<file path="config.mk">
export PLATFORM = sky130hd
export DESIGN_NAME = dffe_write_arbiter
export DESIGN_NICKNAME = d
export VERILOG_FILES = /design/src/rtl/dffe_write_arbiter_pkg.sv /design/src/rtl/dffe_write_arbiter_bank.sv /design/src/rtl/dffe_write_arbiter.sv
export SDC_FILE = /design/constraint.sdc
export NUM_CORES = 1
export LEC_CHECK = 0
export CORE_MARGIN = 3
export CORE_UTILIZATION = 40
export CTS_CLUSTER_DIAMETER = 120
export CTS_CLUSTER_SIZE = 8
export DETAILED_ROUTE_END_ITERATION = 12
export PLACE_DENSITY = 0.67
export SETUP_SLACK_MARGIN = 0.4
export SLEW_MARGIN = 10
export SYNTH_ARGS = -nofsm -noshare
export SYNTH_HDL_FRONTEND = slang
export SYNTH_HIERARCHICAL = 1
export SYNTH_SLANG_ARGS = --single-unit
</file>
<file path="constraint.sdc">
create_clock -name CLK -period 2.6 [get_ports CLK]
set_input_delay 0.39 -clock CLK [delete_from_list [all_inputs] [get_ports CLK]]
set_output_delay 0.39 -clock CLK [all_outputs]
set_load 0.03 [all_outputs]
</file>
<file path="src/rtl/dffe_write_arbiter_pkg.sv">
// Shared definitions for the round-robin DFFE write arbiter: FSM state
// encodings and the width helper used to size the pointer and lock counter.
package dffe_write_arbiter_pkg;

    typedef enum logic [1:0] {
        ST_IDLE   = 2'd0,
        ST_GRANT  = 2'd1,
        ST_LOCKED = 2'd2
    } state_t;

    // Bits needed to hold values 0..v-1, never less than one bit.
    function automatic int clog2(input int v);
        int w;
        w = 1;
        for (int k = 1; k < 31; k++) begin
            if ((1 << k) < v) begin
                w = k + 1;
            end
        end
        return w;
    endfunction

endpackage

</file>
<file path="src/rtl/dffe_write_arbiter_bank.sv">
// Enable-gated register bank shared by all requesters: loads D when EN is
// high, otherwise holds; synchronous reset clears it.
module dffe_bank #(
    parameter int WIDTH = 2
) (
    input  logic             CLK,
    input  logic             RST,
    input  logic             EN,
    input  logic [WIDTH-1:0] D,
    output logic [WIDTH-1:0] Q
);

    logic [WIDTH-1:0] r_q;

    always_ff @(posedge CLK) begin
        if (RST) begin
            r_q <= '0;
        end else if (EN) begin
            r_q <= D;
        end
    end

    assign Q = r_q;

endmodule

</file>
<file path="src/rtl/dffe_write_arbiter.sv">
// Round-robin arbiter sharing one DFFE register bank between N requesters,
// with an optional bounded lock that lets a winner hold the bank for a burst.
module dffe_write_arbiter
    import dffe_write_arbiter_pkg::*;
#(
    parameter int N        = 4,
    parameter int WIDTH    = 2,
    parameter int MAX_LOCK = 8
) (
    input  logic               CLK,
    input  logic               RST,
    input  logic [N-1:0]       REQ,
    input  logic [N-1:0]       LOCK,
    input  logic [N*WIDTH-1:0] D_IN,
    output logic [N-1:0]       GNT,
    output logic               EN,
    output logic [WIDTH-1:0]   D,
    output logic [WIDTH-1:0]   Q
);

    localparam int PTR_W = clog2(N);
    localparam int CNT_W = clog2(MAX_LOCK + 1);

    state_t             r_state;
    state_t             w_state_nxt;
    logic [PTR_W-1:0]   r_idx;
    logic [PTR_W-1:0]   w_idx_nxt;
    logic [PTR_W-1:0]   r_ptr;
    logic [PTR_W-1:0]   w_ptr_nxt;
    logic [PTR_W-1:0]   w_ptr_inc;
    logic [PTR_W-1:0]   w_arb_base;
    logic [PTR_W-1:0]   w_arb_idx;
    logic               w_arb_found;
    logic [CNT_W-1:0]   r_cnt;
    logic [CNT_W-1:0]   w_cnt_nxt;
    logic [N-1:0]       r_gnt;
    logic [N-1:0]       w_gnt_nxt;
    logic               w_cur_req;
    logic               w_cur_lock;
    logic               w_release;
    logic [WIDTH-1:0]   w_d;

    function automatic logic [PTR_W-1:0] scan_idx(input logic [PTR_W-1:0] base,
                                                  input int k);
        int j;
        j = (int'(base) + k) % N;
        return PTR_W'(j);
    endfunction

    assign w_cur_req  = REQ[r_idx];
    assign w_cur_lock = LOCK[r_idx];
    assign w_ptr_inc  = (r_idx == PTR_W'(N - 1)) ? '0 : r_idx + 1'b1;

    // A release re-arbitrates in the same edge, scanning from the advanced pointer.
    assign w_arb_base = (r_state == ST_IDLE) ? r_ptr : w_ptr_inc;

    always_comb begin
        w_arb_found = 1'b0;
        w_arb_idx   = '0;
        for (int k = 0; k < N; k++) begin
            if (!w_arb_found && REQ[scan_idx(w_arb_base, k)]) begin
                w_arb_found = 1'b1;
                w_arb_idx   = scan_idx(w_arb_base, k);
            end
        end
    end

    always_comb begin
        w_state_nxt = r_state;
        w_idx_nxt   = r_idx;
        w_ptr_nxt   = r_ptr;
        w_cnt_nxt   = r_cnt;
        w_release   = 1'b0;
        case (r_state)
            ST_IDLE: begin
                if (w_arb_found) begin
                    w_state_nxt = ST_GRANT;
                    w_idx_nxt   = w_arb_idx;
                end
            end
            ST_GRANT: begin
                if (w_cur_req && w_cur_lock) begin
                    w_state_nxt = ST_LOCKED;
                    w_cnt_nxt   = CNT_W'(1);
                end else begin
                    w_release = 1'b1;
                end
            end
            ST_LOCKED: begin
                if (!w_cur_req || !w_cur_lock || (r_cnt == CNT_W'(MAX_LOCK))) begin
                    w_release = 1'b1;
                end else begin
                    w_cnt_nxt = r_cnt + 1'b1;
                end
            end
            default: begin
                w_state_nxt = ST_IDLE;
            end
        endcase

        if (w_release) begin
            w_ptr_nxt = w_ptr_inc;
            w_cnt_nxt = '0;
            if (w_arb_found) begin
                w_state_nxt = ST_GRANT;
                w_idx_nxt   = w_arb_idx;
            end else begin
                w_state_nxt = ST_IDLE;
            end
        end

        w_gnt_nxt = '0;
        if (w_state_nxt != ST_IDLE) begin
            w_gnt_nxt[w_idx_nxt] = 1'b1;
        end
    end

    always_ff @(posedge CLK) begin
        if (RST) begin
            r_state <= ST_IDLE;
            r_idx   <= '0;
            r_ptr   <= '0;
            r_cnt   <= '0;
            r_gnt   <= '0;
        end else begin
            r_state <= w_state_nxt;
            r_idx   <= w_idx_nxt;
            r_ptr   <= w_ptr_nxt;
            r_cnt   <= w_cnt_nxt;
            r_gnt   <= w_gnt_nxt;
        end
    end

    // Grant is one-hot or zero, so OR-ing the masked slices selects the winner.
    always_comb begin
        w_d = '0;
        for (int i = 0; i < N; i++) begin
            if (r_gnt[i]) begin
                w_d = w_d | D_IN[i*WIDTH +: WIDTH];
            end
        end
    end

    assign GNT = r_gnt;
    assign EN  = |(r_gnt & REQ);
    assign D   = w_d;

    dffe_bank #(
        .WIDTH(WIDTH)
    ) u_bank (
        .CLK(CLK),
        .RST(RST),
        .EN (EN),
        .D  (w_d),
        .Q  (Q)
    );

endmodule

</file>
# ---- Word-level counts from Yosys, hierarchy flattened
# Index checks and enable logic that the tools add are counted.
dict set report totals {
  reg_bits 16
  latch_bits 0
  ram_bits 0
  rom_bits 0
  inputBits 18
  output_inout_bits 9
  wordCells 91
  n_memories 0
}
dict set report op_classes {
  n_addsub 5
  mul 0
  n_div 0
  order_cmp 7
  n_eq_ne 6
  shifts 0
  n_mux 43
  bitwise 5
  n_reduce_logical 19
}
# op n
set op_table {}
lappend op_table {{2-bit 2-to-1 mux} 17}
lappend op_table {{2-bit by 3-bit < comparator with 1-bit output (second input constant)} 6}
lappend op_table {{1-bit 2-to-1 mux} 14}
lappend op_table {{1-bit binary-select mux with 2-bit select} 6}
lappend op_table {{4-bit 2-to-1 mux} 2}
lappend op_table {{4-bit one-hot mux with 2 select lines} 1}
lappend op_table {{2-bit OR} 3}
lappend op_table {{2-bit one-hot mux with 3 select lines} 1}
lappend op_table {{1-bit logical AND} 5}
lappend op_table {{1-bit zero test} 5}
lappend op_table {{2-bit by 1-bit adder with 2-bit output (second input constant)} 2}
lappend op_table {{2-bit adder (second input constant)} 2}
lappend op_table {{4-bit by 1-bit adder with 4-bit output (second input constant)} 1}
lappend op_table {{4-bit bitwise AND} 1}
lappend op_table {{2-bit equality test (second input constant)} 2}
lappend op_table {{4-bit equality test (second input constant)} 1}
lappend op_table {{2-bit inequality test (second input constant)} 2}
lappend op_table {{2-bit nonzero test} 2}
lappend op_table {{2-bit OR reduction} 2}
lappend op_table {{4-bit OR reduction} 1}
lappend op_table {{3-bit AND reduction} 1}
lappend op_table {{1-bit demux with 2-bit select} 1}
lappend op_table {{2-bit by 1-bit equality test with 1-bit output (second input constant)} 1}
lappend op_table {{2-bit by 1-bit >= comparator with 1-bit output (second input constant)} 1}
lappend op_table {{4 further kinds} 5}

# ---- Depth between registers and ports, before layout
dict set report logic_depth {
  depth_word 23
  mapped_depth 8
  ltp_nobuf 8
}

# ---- Cells and area by module
# The synthesis kept the hierarchy.
# module n_inst cells_each area_each_um2 seq_area_each_um2
set modules_own_cells {}
lappend modules_own_cells {dffe_write_arbiter 1 119 987.2 280.3}
lappend modules_own_cells {dffe_bank 1 6 67.6 40.0}

# ---- Worst setup path before layout
# OpenSTA, ideal clock, no wires.
dict set report synth_path {
  path_kind {reg-to-reg}
  start {register r_state[0]}
  end {register r_gnt[2], in the netlist GNT[2]}
  setup_ns 0.080
  arrival_ns 1.849
  required_time_ns 2.520
  slack_ns 0.671
  path_stages_with_launch 9
  n_path_buf 0
  period_less_slack_ns 1.929
  cell_sequence {dfxtp_1 > inv_1 > ha_1 > inv_1 > mux2_2 > mux2i_1 > a21oi_1 > a22o_1 > nor3b_1}
}
dict set report synth_via {
  elab_chain_cells 22
  word_cells_on_any_way 47
  classes_between {add/sub (3); order compare (2); eq/ne (2); mux (29); bitwise (1); reduce/logical (10)}
}
# element line_no
set synth_rtl {}
lappend synth_rtl {{from (decl)} dffe_write_arbiter.sv:24} ;# state_t r_state;
lappend synth_rtl {{from (signal assigned)} dffe_write_arbiter.sv:126} ;# r_state <= w_state_nxt;
lappend synth_rtl {{branches (longest 22 deep; another with 2-bit by 1-bit adder with 2-bit output)} -}
lappend synth_rtl {{to (signal assigned)} dffe_write_arbiter.sv:130} ;# r_gnt <= w_gnt_nxt;
lappend synth_rtl {{to (decl)} dffe_write_arbiter.sv:36} ;# logic [N-1:0] r_gnt;
# Parallel ways; which one is timed is not known. The select of a mux whose other input is x is not followed.
# A chain may end at the register's enable or synchronous reset.

# ---- Worst setup path after layout
dict set report layout_path {
  start {input port D_IN[4]}
  end {output port D[0]}
}
dict set report layout_via {
  elab_chain_cells 4
}
# element line_no
set layout_rtl {}
lappend layout_rtl {{from (decl)} dffe_write_arbiter.sv:14} ;# input logic [N*WIDTH-1:0] D_IN,
lappend layout_rtl {{2-bit OR *} dffe_write_arbiter.sv:139} ;# w_d = w_d | D_IN[i*WIDTH +: WIDTH];
lappend layout_rtl {{2-bit 2-to-1 mux *} dffe_write_arbiter.sv:138} ;# if (r_gnt[i]) begin
lappend layout_rtl {{2-bit OR} dffe_write_arbiter.sv:139}
lappend layout_rtl {{2-bit 2-to-1 mux *} dffe_write_arbiter.sv:138}
lappend layout_rtl {{to (decl)} dffe_write_arbiter.sv:17} ;# output logic [WIDTH-1:0] D,
# Every way passes the cells marked *; elsewhere a longest branch is shown, timed or not.

==> results.md <==
* Status: complete, no violations
* Leak at 0.588 nW
* Fin Hold WS at between 500 and 600 ps
* Area growth syn-to-layout at 35.0%
* Switching share of power at between 40% and 50%
* Clk sinks at 16
* Seq pwr share at 26.3%
* Crit end category: output port
* Avg Inst Size Synth at 8.44 um^2
* Combinational Power Share at 62.0%
* Starting Density at 44.7%
* Count of cell types in the netlist at roughly 40
* Max transition margin at roughly 76%
* Worst-Margin Slew at 367 ps
* Psw at slightly above 0.7 mW
* Crit path max fanout at 2
* Initial antenna violation count at 0
* Gr usage total at 17.8%
* Worst min path class: flip-flop to flip-flop
* Antenna diodes at 0
* Max-cap viol count at 0
* Primary FF master, synth: dfxtp_1
* Internal power at about 0.81 mW
* DRT Wirelength at 2.90 mm
* Max Fclk at around 470 MHz
* Worst skew pair latency at 300 ps
* Slew Viols, Final at 0
* Worst EP required at roughly 2200 ps
* Synthesized Nets at 151
* Hold Vio Cnt, Final at 0
* Final cycle utilization of the critical path at 82.2%
* Overflow left after global routing at 0
* Core Util, Final at between 60 and 70%
* Residual DRC at 0
* Share of layout cells above drive strength 1 at 13.5%
* Via density at around 5.8
* Critical path data arrival time at 1750 ps
* Initial DRC count at 19
* Global-route wire length before repair at 4.71 mm
* # hold bufs at CTS at 0
* Core Box Area at ~2400 um^2
* Register area share after synthesis at 30.4%
* CP Launch Type: primary input
* Die width at 57.4 um
* Routed length per instance at 15.7 um
* Final setup vio count at 0
* FFs w/ async S/R, synth at 0%
* Largest net degree at the start of global routing at 12
* I/O Buffers at 26
* DR vias at 1060
* DP Wirelength at 2.29 mm
* Number of synthesized flops with an enable pin at 0
* Reg clk slew, reported paths at 100 ps
* Gpl congestion at 0.845
* Final ANT Viol Nets at 0
* TritonCTS clock tree: yes
* Most frequent cells in the layout: 23 x clkdlybuf4s50_1, 14 x dfxtp_1, 14 x nor2_1
* Clock Path Buffers at 2
* H-tree Lvls at 1
* Most common cell after layout, fill and taps aside: clkdlybuf4s50_1
* I/O pin count at 27
* Seq cells post-synth at 16
* Total power at 1.51 mW
* Syn Inst Count at 125
* Ys Warns at 6
* Clock root buffer: clkbuf_4
* Final min period at 2140 ps
* Setup_tns at 0 ps
* Power density over the cells at 1060 nW/um^2
* Worst clock skew at 4.11 ps
* Unrepaired setup endpoints after global routing: yes
* Mapped cell area at 1050 um^2
* DR pass1 iterations at 4
* DIE HEIGHT at 57.4 um
* Crit Path Class: primary input to output port
* VDD IR max at 0.000598 V
* R2R Setup Slk at 530 ps
* Vias in the first global route at around 1.0k
* Share of total power in the clock network at 11.7%
* Fin nets at ~180
* Floorplan row count at 17
* Die Area at 3290 um^2
* TritonCTS Buffers at 3
[synthesized netlist by cell type, types with 2 or more instances]
library cell | number | area share (%)
a21o_1 | 2 | 1.4
a21oi_1 | 5 | 2.4
a22oi_1 | 7 | 5.0
a31oi_1 | 4 | 2.4
dfxtp_1 | 16 | 30
ha_1 | 8 | 9.5
inv_1 | 8 | 2.8
mux2i_1 | 7 | 6.6
nand2_1 | 8 | 2.8
nand3_1 | 3 | 1.4
nand4_1 | 2 | 1.2
nand4b_1 | 2 | 1.7
nor2_1 | 15 | 5.3
nor3_1 | 5 | 2.4
nor3b_1 | 2 | 1.4
nor4_1 | 2 | 1.2
o21ai_0 | 5 | 2.4
[worst max-delay path, stage by stage]
cell	delay [ps]
clkdlybuf4s50_1	470
a22oi_1	80
nand2_1	120
clkdlybuf4s50_1	690
[layout make-up]
type / count / area (um^2)
fill: 229 / 937
multi-input combinational: 100 / 721
clock buffer: 4 / 36.3
inverter: 8 / 30.0
timing repair buffer: 28 / 279
tap: 28 / 35.0
sequential: 16 / 323
[power by group through the flow]
| stage | logic (mW) | clock network, mW | registers [mW] |
|---|---|---|---|
| 2_1_floorplan | 0.597 | 0 | 0.434 |
| 3_3_place_gp | 0.888 | 0 | 0.399 |
| 3_5_place_dp | 0.899 | 0 | 0.402 |
| 4_1_cts | 0.896 | 0.178 | 0.397 |
| 5_1_grt | 1.02 | 0.189 | 0.410 |
| 6_report | 0.939 | 0.177 | 0.399 |
[flip-flops by register name, summed over array words and instances (netlist names)]
name and cells:
r_state 2, r_ptr 2, r_idx 2, u_bank/Q 2
r_cnt 4, GNT 4
[timing repair]
| item | 4_1_cts | 5_1_grt |
|---|---|---|
| cloned | 0 | 0 |
| endpoints found under the hold margin | 0 | 0 |
| resized for setup | 2 | 10 |
| buffers inserted | 0 | 0 |
| pin swaps | 0 | 2 |
| setup endpoints to repair | 4 | 5 |
[metrics by stage]
| stage | setup WS, ps | instances | cell area [um^2] |
|---|---|---|---|
| finish | 462 | 184 | 1420 |
| CTS | 421 | 184 | 1390 |
| detailed placement | 167 | 180 | 1350 |
| global route | 377 | 184 | 1420 |
| global placement | 232 | 180 | 1350 |
| floorplan | 671 | 125 | 1050 |
[final timing paths]
kind | from | to | depth (start not counted)
hold / removal | u_bank/Q[1] | u_bank/Q[1] | 2
setup / recovery | D_IN[4] | D[0] | 4
hold reg to reg | u_bank/Q[1] | u_bank/Q[1] | 2
setup reg to reg | r_state[0] | GNT[0] | 7
[cell families after synthesis]
kind of cell | after synthesis | synth area share [%]
compound gates | 37 | 25.0
fa+ha+maj | 8 | 9.49
buf+inv | 9 | 3.91
flops | 16 | 30.4
mux | 8 | 7.71
simple gates | 47 | 23.5
[metal layers]
metal  GRT usage [%]  routed length [um]
met1            23.8                1350
met2            29.8                1430
met3            2.94                  92
met4            4.30                  24
met5               0                   0
No activity file was read; power rests on OpenSTA's default activity.
